$ cat config.mk
export PLATFORM = sky130hd
export DESIGN_NAME = i2s_apb_master
export DESIGN_NICKNAME = d
export VERILOG_FILES = /design/src/rtl/i2s_apb_master.sv
export SDC_FILE = /design/constraint.sdc
export NUM_CORES = 1
export LEC_CHECK = 0
export CAP_MARGIN = 20
export CORE_AREA = 2 2 140 142
export DETAILED_ROUTE_END_ITERATION = 10
export DIE_AREA = 0 0 142 144
export MAX_ROUTING_LAYER = met4
export SLEW_MARGIN = 25
export SYNTH_ARGS = -nofsm -noshare
export SYNTH_HDL_FRONTEND = slang
export SYNTH_SLANG_ARGS = --single-unit
$ cat constraint.sdc
create_clock -name pclk_i -period 2 [get_ports pclk_i]
set_clock_uncertainty 0.2 [all_clocks]
set_input_delay 0.3 -clock pclk_i [delete_from_list [all_inputs] [get_ports pclk_i]]
set_output_delay 0.3 -clock pclk_i [all_outputs]
set_load 0.1 [all_outputs]
$ cat src/rtl/i2s_apb_master.sv
`default_nettype none
// ============================================================================
// i2s_apb_master : APB master sequencing control, TxFIFO and RxFIFO accesses
//                  of one I2S_top register slave.
// Revision 1.0
// ============================================================================
module i2s_apb_master #(
    parameter logic [31:0] ADR_OFFSET = 32'h0,
    parameter logic [31:0] CTRL_ADR   = 32'h0,
    parameter logic [31:0] TX_ADR     = 32'h4,
    parameter logic [31:0] RX_ADR     = 32'h8
) (
    input  logic        pclk_i,
    input  logic        preset_i,
    output logic        psel_o,
    output logic        penable_o,
    output logic        pwrite_o,
    output logic [31:0] paddr_o,
    output logic [31:0] pwdata_o,
    input  logic [31:0] prdata_i,
    input  logic        tx_full_i,
    input  logic        rx_empty_i,
    input  logic        cfg_valid_i,
    output logic        cfg_ready_o,
    input  logic [31:0] cfg_data_i,
    input  logic        tx_valid_i,
    output logic        tx_ready_o,
    input  logic [31:0] tx_data_i,
    output logic        rx_valid_o,
    input  logic        rx_ready_i,
    output logic [31:0] rx_data_o,
    output logic        busy_o,
    output logic [15:0] tx_cnt_o,
    output logic [15:0] rx_cnt_o
);

    typedef enum logic [1:0] {
        S_IDLE   = 2'd0,
        S_SETUP  = 2'd1,
        S_ACCESS = 2'd2
    } state_t;

    state_t      state_q;
    logic        psel_q;
    logic        penable_q;
    logic        pwrite_q;
    logic [31:0] paddr_q;
    logic [31:0] pwdata_q;
    logic        rx_valid_q;
    logic [31:0] rx_data_q;
    logic [15:0] tx_cnt_q;
    logic [15:0] rx_cnt_q;
    logic        xfer_tx_q;
    logic        prefer_rx_q;

    logic        w_idle;
    logic        w_tx_req;
    logic        w_rx_req;
    logic        w_grant_cfg;
    logic        w_grant_tx;
    logic        w_grant_rx;
    logic [31:0] paddr_d;
    logic [31:0] pwdata_d;

    // The RX request is held off while the output buffer still holds a sample.
    assign w_idle      = (state_q == S_IDLE);
    assign w_tx_req    = tx_valid_i && !tx_full_i;
    assign w_rx_req    = !rx_empty_i && !rx_valid_q;
    assign w_grant_cfg = w_idle && cfg_valid_i;
    assign w_grant_tx  = w_idle && !cfg_valid_i && w_tx_req && (!w_rx_req || !prefer_rx_q);
    assign w_grant_rx  = w_idle && !cfg_valid_i && w_rx_req && (!w_tx_req || prefer_rx_q);

    assign paddr_d  = w_grant_cfg ? (ADR_OFFSET + CTRL_ADR) :
                      w_grant_tx  ? (ADR_OFFSET + TX_ADR)   :
                                    (ADR_OFFSET + RX_ADR);
    assign pwdata_d = w_grant_cfg ? cfg_data_i : tx_data_i;

    always_ff @(posedge pclk_i or negedge preset_i) begin
        if (!preset_i) begin
            state_q     <= S_IDLE;
            psel_q      <= 1'b0;
            penable_q   <= 1'b0;
            pwrite_q    <= 1'b0;
            paddr_q     <= 32'h0;
            pwdata_q    <= 32'h0;
            rx_valid_q  <= 1'b0;
            rx_data_q   <= 32'h0;
            tx_cnt_q    <= 16'h0;
            rx_cnt_q    <= 16'h0;
            xfer_tx_q   <= 1'b0;
            prefer_rx_q <= 1'b1;
        end else begin
            if (rx_valid_q && rx_ready_i) begin
                rx_valid_q <= 1'b0;
            end
            case (state_q)
                S_IDLE: begin
                    if (w_grant_cfg || w_grant_tx || w_grant_rx) begin
                        state_q   <= S_SETUP;
                        psel_q    <= 1'b1;
                        penable_q <= 1'b0;
                        pwrite_q  <= !w_grant_rx;
                        paddr_q   <= paddr_d;
                        xfer_tx_q <= w_grant_tx;
                        if (!w_grant_rx) begin
                            pwdata_q <= pwdata_d;
                        end
                        if (!w_grant_cfg) begin
                            prefer_rx_q <= !prefer_rx_q;
                        end
                    end
                end
                S_SETUP: begin
                    state_q   <= S_ACCESS;
                    penable_q <= 1'b1;
                end
                S_ACCESS: begin
                    state_q   <= S_IDLE;
                    psel_q    <= 1'b0;
                    penable_q <= 1'b0;
                    if (!pwrite_q) begin
                        rx_data_q  <= prdata_i;
                        rx_valid_q <= 1'b1;
                        rx_cnt_q   <= rx_cnt_q + 16'd1;
                    end else if (xfer_tx_q) begin
                        tx_cnt_q <= tx_cnt_q + 16'd1;
                    end
                end
                default: begin
                    state_q <= S_IDLE;
                end
            endcase
        end
    end

    assign psel_o      = psel_q;
    assign penable_o   = penable_q;
    assign pwrite_o    = pwrite_q;
    assign paddr_o     = paddr_q;
    assign pwdata_o    = pwdata_q;
    assign cfg_ready_o = w_grant_cfg;
    assign tx_ready_o  = w_grant_tx;
    assign rx_valid_o  = rx_valid_q;
    assign rx_data_o   = rx_data_q;
    assign busy_o      = !w_idle;
    assign tx_cnt_o    = tx_cnt_q;
    assign rx_cnt_o    = rx_cnt_q;

endmodule
`default_nettype wire

==> impl_metrics.ini <==
[status]
status = finished, violations left
violations = negative setup slack

[clocking]
clockBufferDepth = 2
insertion_delay_ns = 0.35
htree_levels = 3
clk_pin_slew_worst_paths_ns = 0.07
root_buffer = clkbuf_16
numCtsBuffers = 9
cts_tree = done
cts.sinks = 106

[global_routing]
grt_max_degree = 44
grt_overflow_total = 0
antenna_found_initial = 2
grtUsageTotal = 0.133
grt_pass1_wl_um = 20300
grt_pass1_vias = 3864

[placed_design]
hpwl_um = 9650
place.gp.congestion = 0.775
portBuffers = 207
dp.cells = 881
placed_area_sq_mm = 0.00767

[cells_and_area]
multi_input_area_sq_mm = 0.00189
drive_gt1_frac = 0.354
n_fill_cell = 1804
area_growth_pct = 73.9
finish.utilization = 0.428
regArea_sq_mm = 0.00270
stdcell_area_sq_mm = 0.00816
fin_cells = 909
nets = 769
layout_commonest_cell = clkdlybuf4s50_1
layout_common_cells = clkdlybuf4s50_1 (101), dfrtp_1 (75), buf_12 (71), nand2_1 (62), buf_4 (58)

[die]
die_x_um = 142
die_area_sq_mm = 0.0204
core_sq_mm = 0.0191
start_util = 0.246
num_rows = 51
dieHeight_um = 144
io_pins = 238

[worst_setup_path]
worstSetupEndpointType = primary output
r2r_end = rx_cnt_o[15]
rr_startpoint = state_q[0]
cp_top_family = flip-flops
slowest_delay_ns = 0.53
cp.buffers_inverters = 2
reg2regPathDepth = 5
crit_fanout = 2
start_kind = flop
criticalPathCategory = flop to primary output
r2r_slack_ns = 0.08
crit_slowest_cell = dfstp_2
arrival_ns = 1.57
cp_cell_sequence = or3b_4 -> nand3_4 -> inv_6 -> buf_12
required_ns = 1.50

[drt]
ant_nets = 0
dr_total_vias = 3859
viasPerCell = 4.25
drt-initial-drc-count = 149
drc_errors = 0
avgRoutedWirePerCell_um = 14.5
wl_um = 13200
firstDrtPassIters = 4

[timing]
fin_crit_sh = 1.03
worst_slack_ns = -0.0653
max_freq_mhz = 484
final.min_clock_period_ns = 2.07
hold_viol = 0
slew_violations = 0
fin_hold_ws_ns = 0.249
rsz0062_at_grt = yes
setup_violations = 1

[worst_hold_path]
min_path_type = input port to asynchronous set/reset pin

[synthesis]
ys_types = 41
synth_cells = 437
syn_area_sq_mm = 0.00469
synth_seq_cells = 106
syn_avg_cell_area_sq_um = 10.7
ys_warn_count = 0
ys_seq_area_frac = 0.566

[flow_run]
drv_cap = 0
how the worst max path moves through the flow:
| stage | startpoint | endpoint | slack [ns] | cells past startpoint |
|---|---|---|---|---|
| after floorplan | tx_cnt_o[1] | tx_cnt_o[10] | 0.01 | 5 |
| after global placement | rx_empty_i | pwdata_o[16] | -0.02 | 7 |
| after detailed placement | rx_empty_i | pwdata_o[7] | -0.05 | 7 |
| after CTS | prefer_rx_q | tx_ready_o | -0.1 | 4 |
| after global routing | prefer_rx_q | tx_ready_o | -0.12 | 4 |
| final | prefer_rx_q | tx_ready_o | -0.07 | 4 |
flip-flops by register name, summed over array words and instances (netlist names):
name         cells
rx_valid_o       1
psel_o           1
tx_cnt_o        16
pwdata_o        32
paddr_o          2
rx_data_o       32
prefer_rx_q      1
state_q          2
rx_cnt_o        16
xfer_tx_q        1
pwrite_o         1
penable_o        1
stage by stage:
step | TNS [ns] | worst slack [ns]
after floorplan | 0 | 0.0147
after global placement | -0.338 | -0.0222
after detailed placement | -0.973 | -0.0470
after CTS | -0.122 | -0.0965
after global routing | -0.172 | -0.122
final | -0.0653 | -0.0653
cell type report:
type / count / area share
Timing Repair Buffer: 234 / 0.359
Multi-Input combinational cell: 304 / 0.232
Clock buffer: 11 / 0.0298
Antenna cell: 2 / 0.000613
Sequential cell: 106 / 0.331
Inverter: 9 / 0.00475
Clock inverter: 5 / 0.00660
Tap cell: 238 / 0.0365
synth_stat cells (all sizes together):
cell type  instances  area (sq um)
dfrtp            105          2630
nand2             62           233
a21oi             46           230
nor2              45           171
buf               43           298
mux2              34           383
xnor2             20           175
xor2              11          96.3
nand3             10          60.1
a31oi              9          56.3
inv                9          33.8
nand4              8          50.1
nor3               5          30.0
clkbuf             4          15.0
nor4               3          25.0
and4               2          17.5
ha                 2          25.0
nand4b             2          17.5
nor2b              2          12.5
and2               1          6.26
and3               1          6.26
and4b              1          10.0
and4bb             1          12.5
conb               1          3.75
dfstp              1          26.3
nand2b             1          6.26
o211a              1          10.0
o21a               1          7.51
o21ai              1          5.00
o22ai              1          6.26
o31ai              1          7.51
or3                1          6.26
or3b               1          8.76
or4                1          11.3
repair_timing:
action                                  4_1_cts  5_1_grt
setup buffers                                 4        5
hold buffers                                  1        0
gates cloned                                  0        1
hold endpoints to repair                     29        0
pin swaps                                     0        1
endpoints found under the setup margin        2       33
gates resized for setup                      18        9
kinds of logic (layout without fill, tap and decap cells):
group | after synthesis | in the layout | synth area share
AND/OR/NAND/NOR | 147 | 147 | 0.146
adder cells (fa/ha/maj) | 2 | 2 | 0.00533
XOR/XNOR | 31 | 31 | 0.0579
AO/OA/AOI/OAI | 60 | 60 | 0.0688
multiplexers | 34 | 34 | 0.0816
flip-flops | 106 | 106 | 0.566
other | 1 | 32 | 0.000799
buffers and inverters | 56 | 259 | 0.0739
metal layers:
layer	share of wire	global-route usage
met2	0.48	0.205
met5	0	-
met4	0.027	0.0584
met1	0.43	0.165
met3	0.062	0.0334
Power is not shown: default switching activity piles up to over one toggle a cycle in this logic, so the estimate is an artifact.
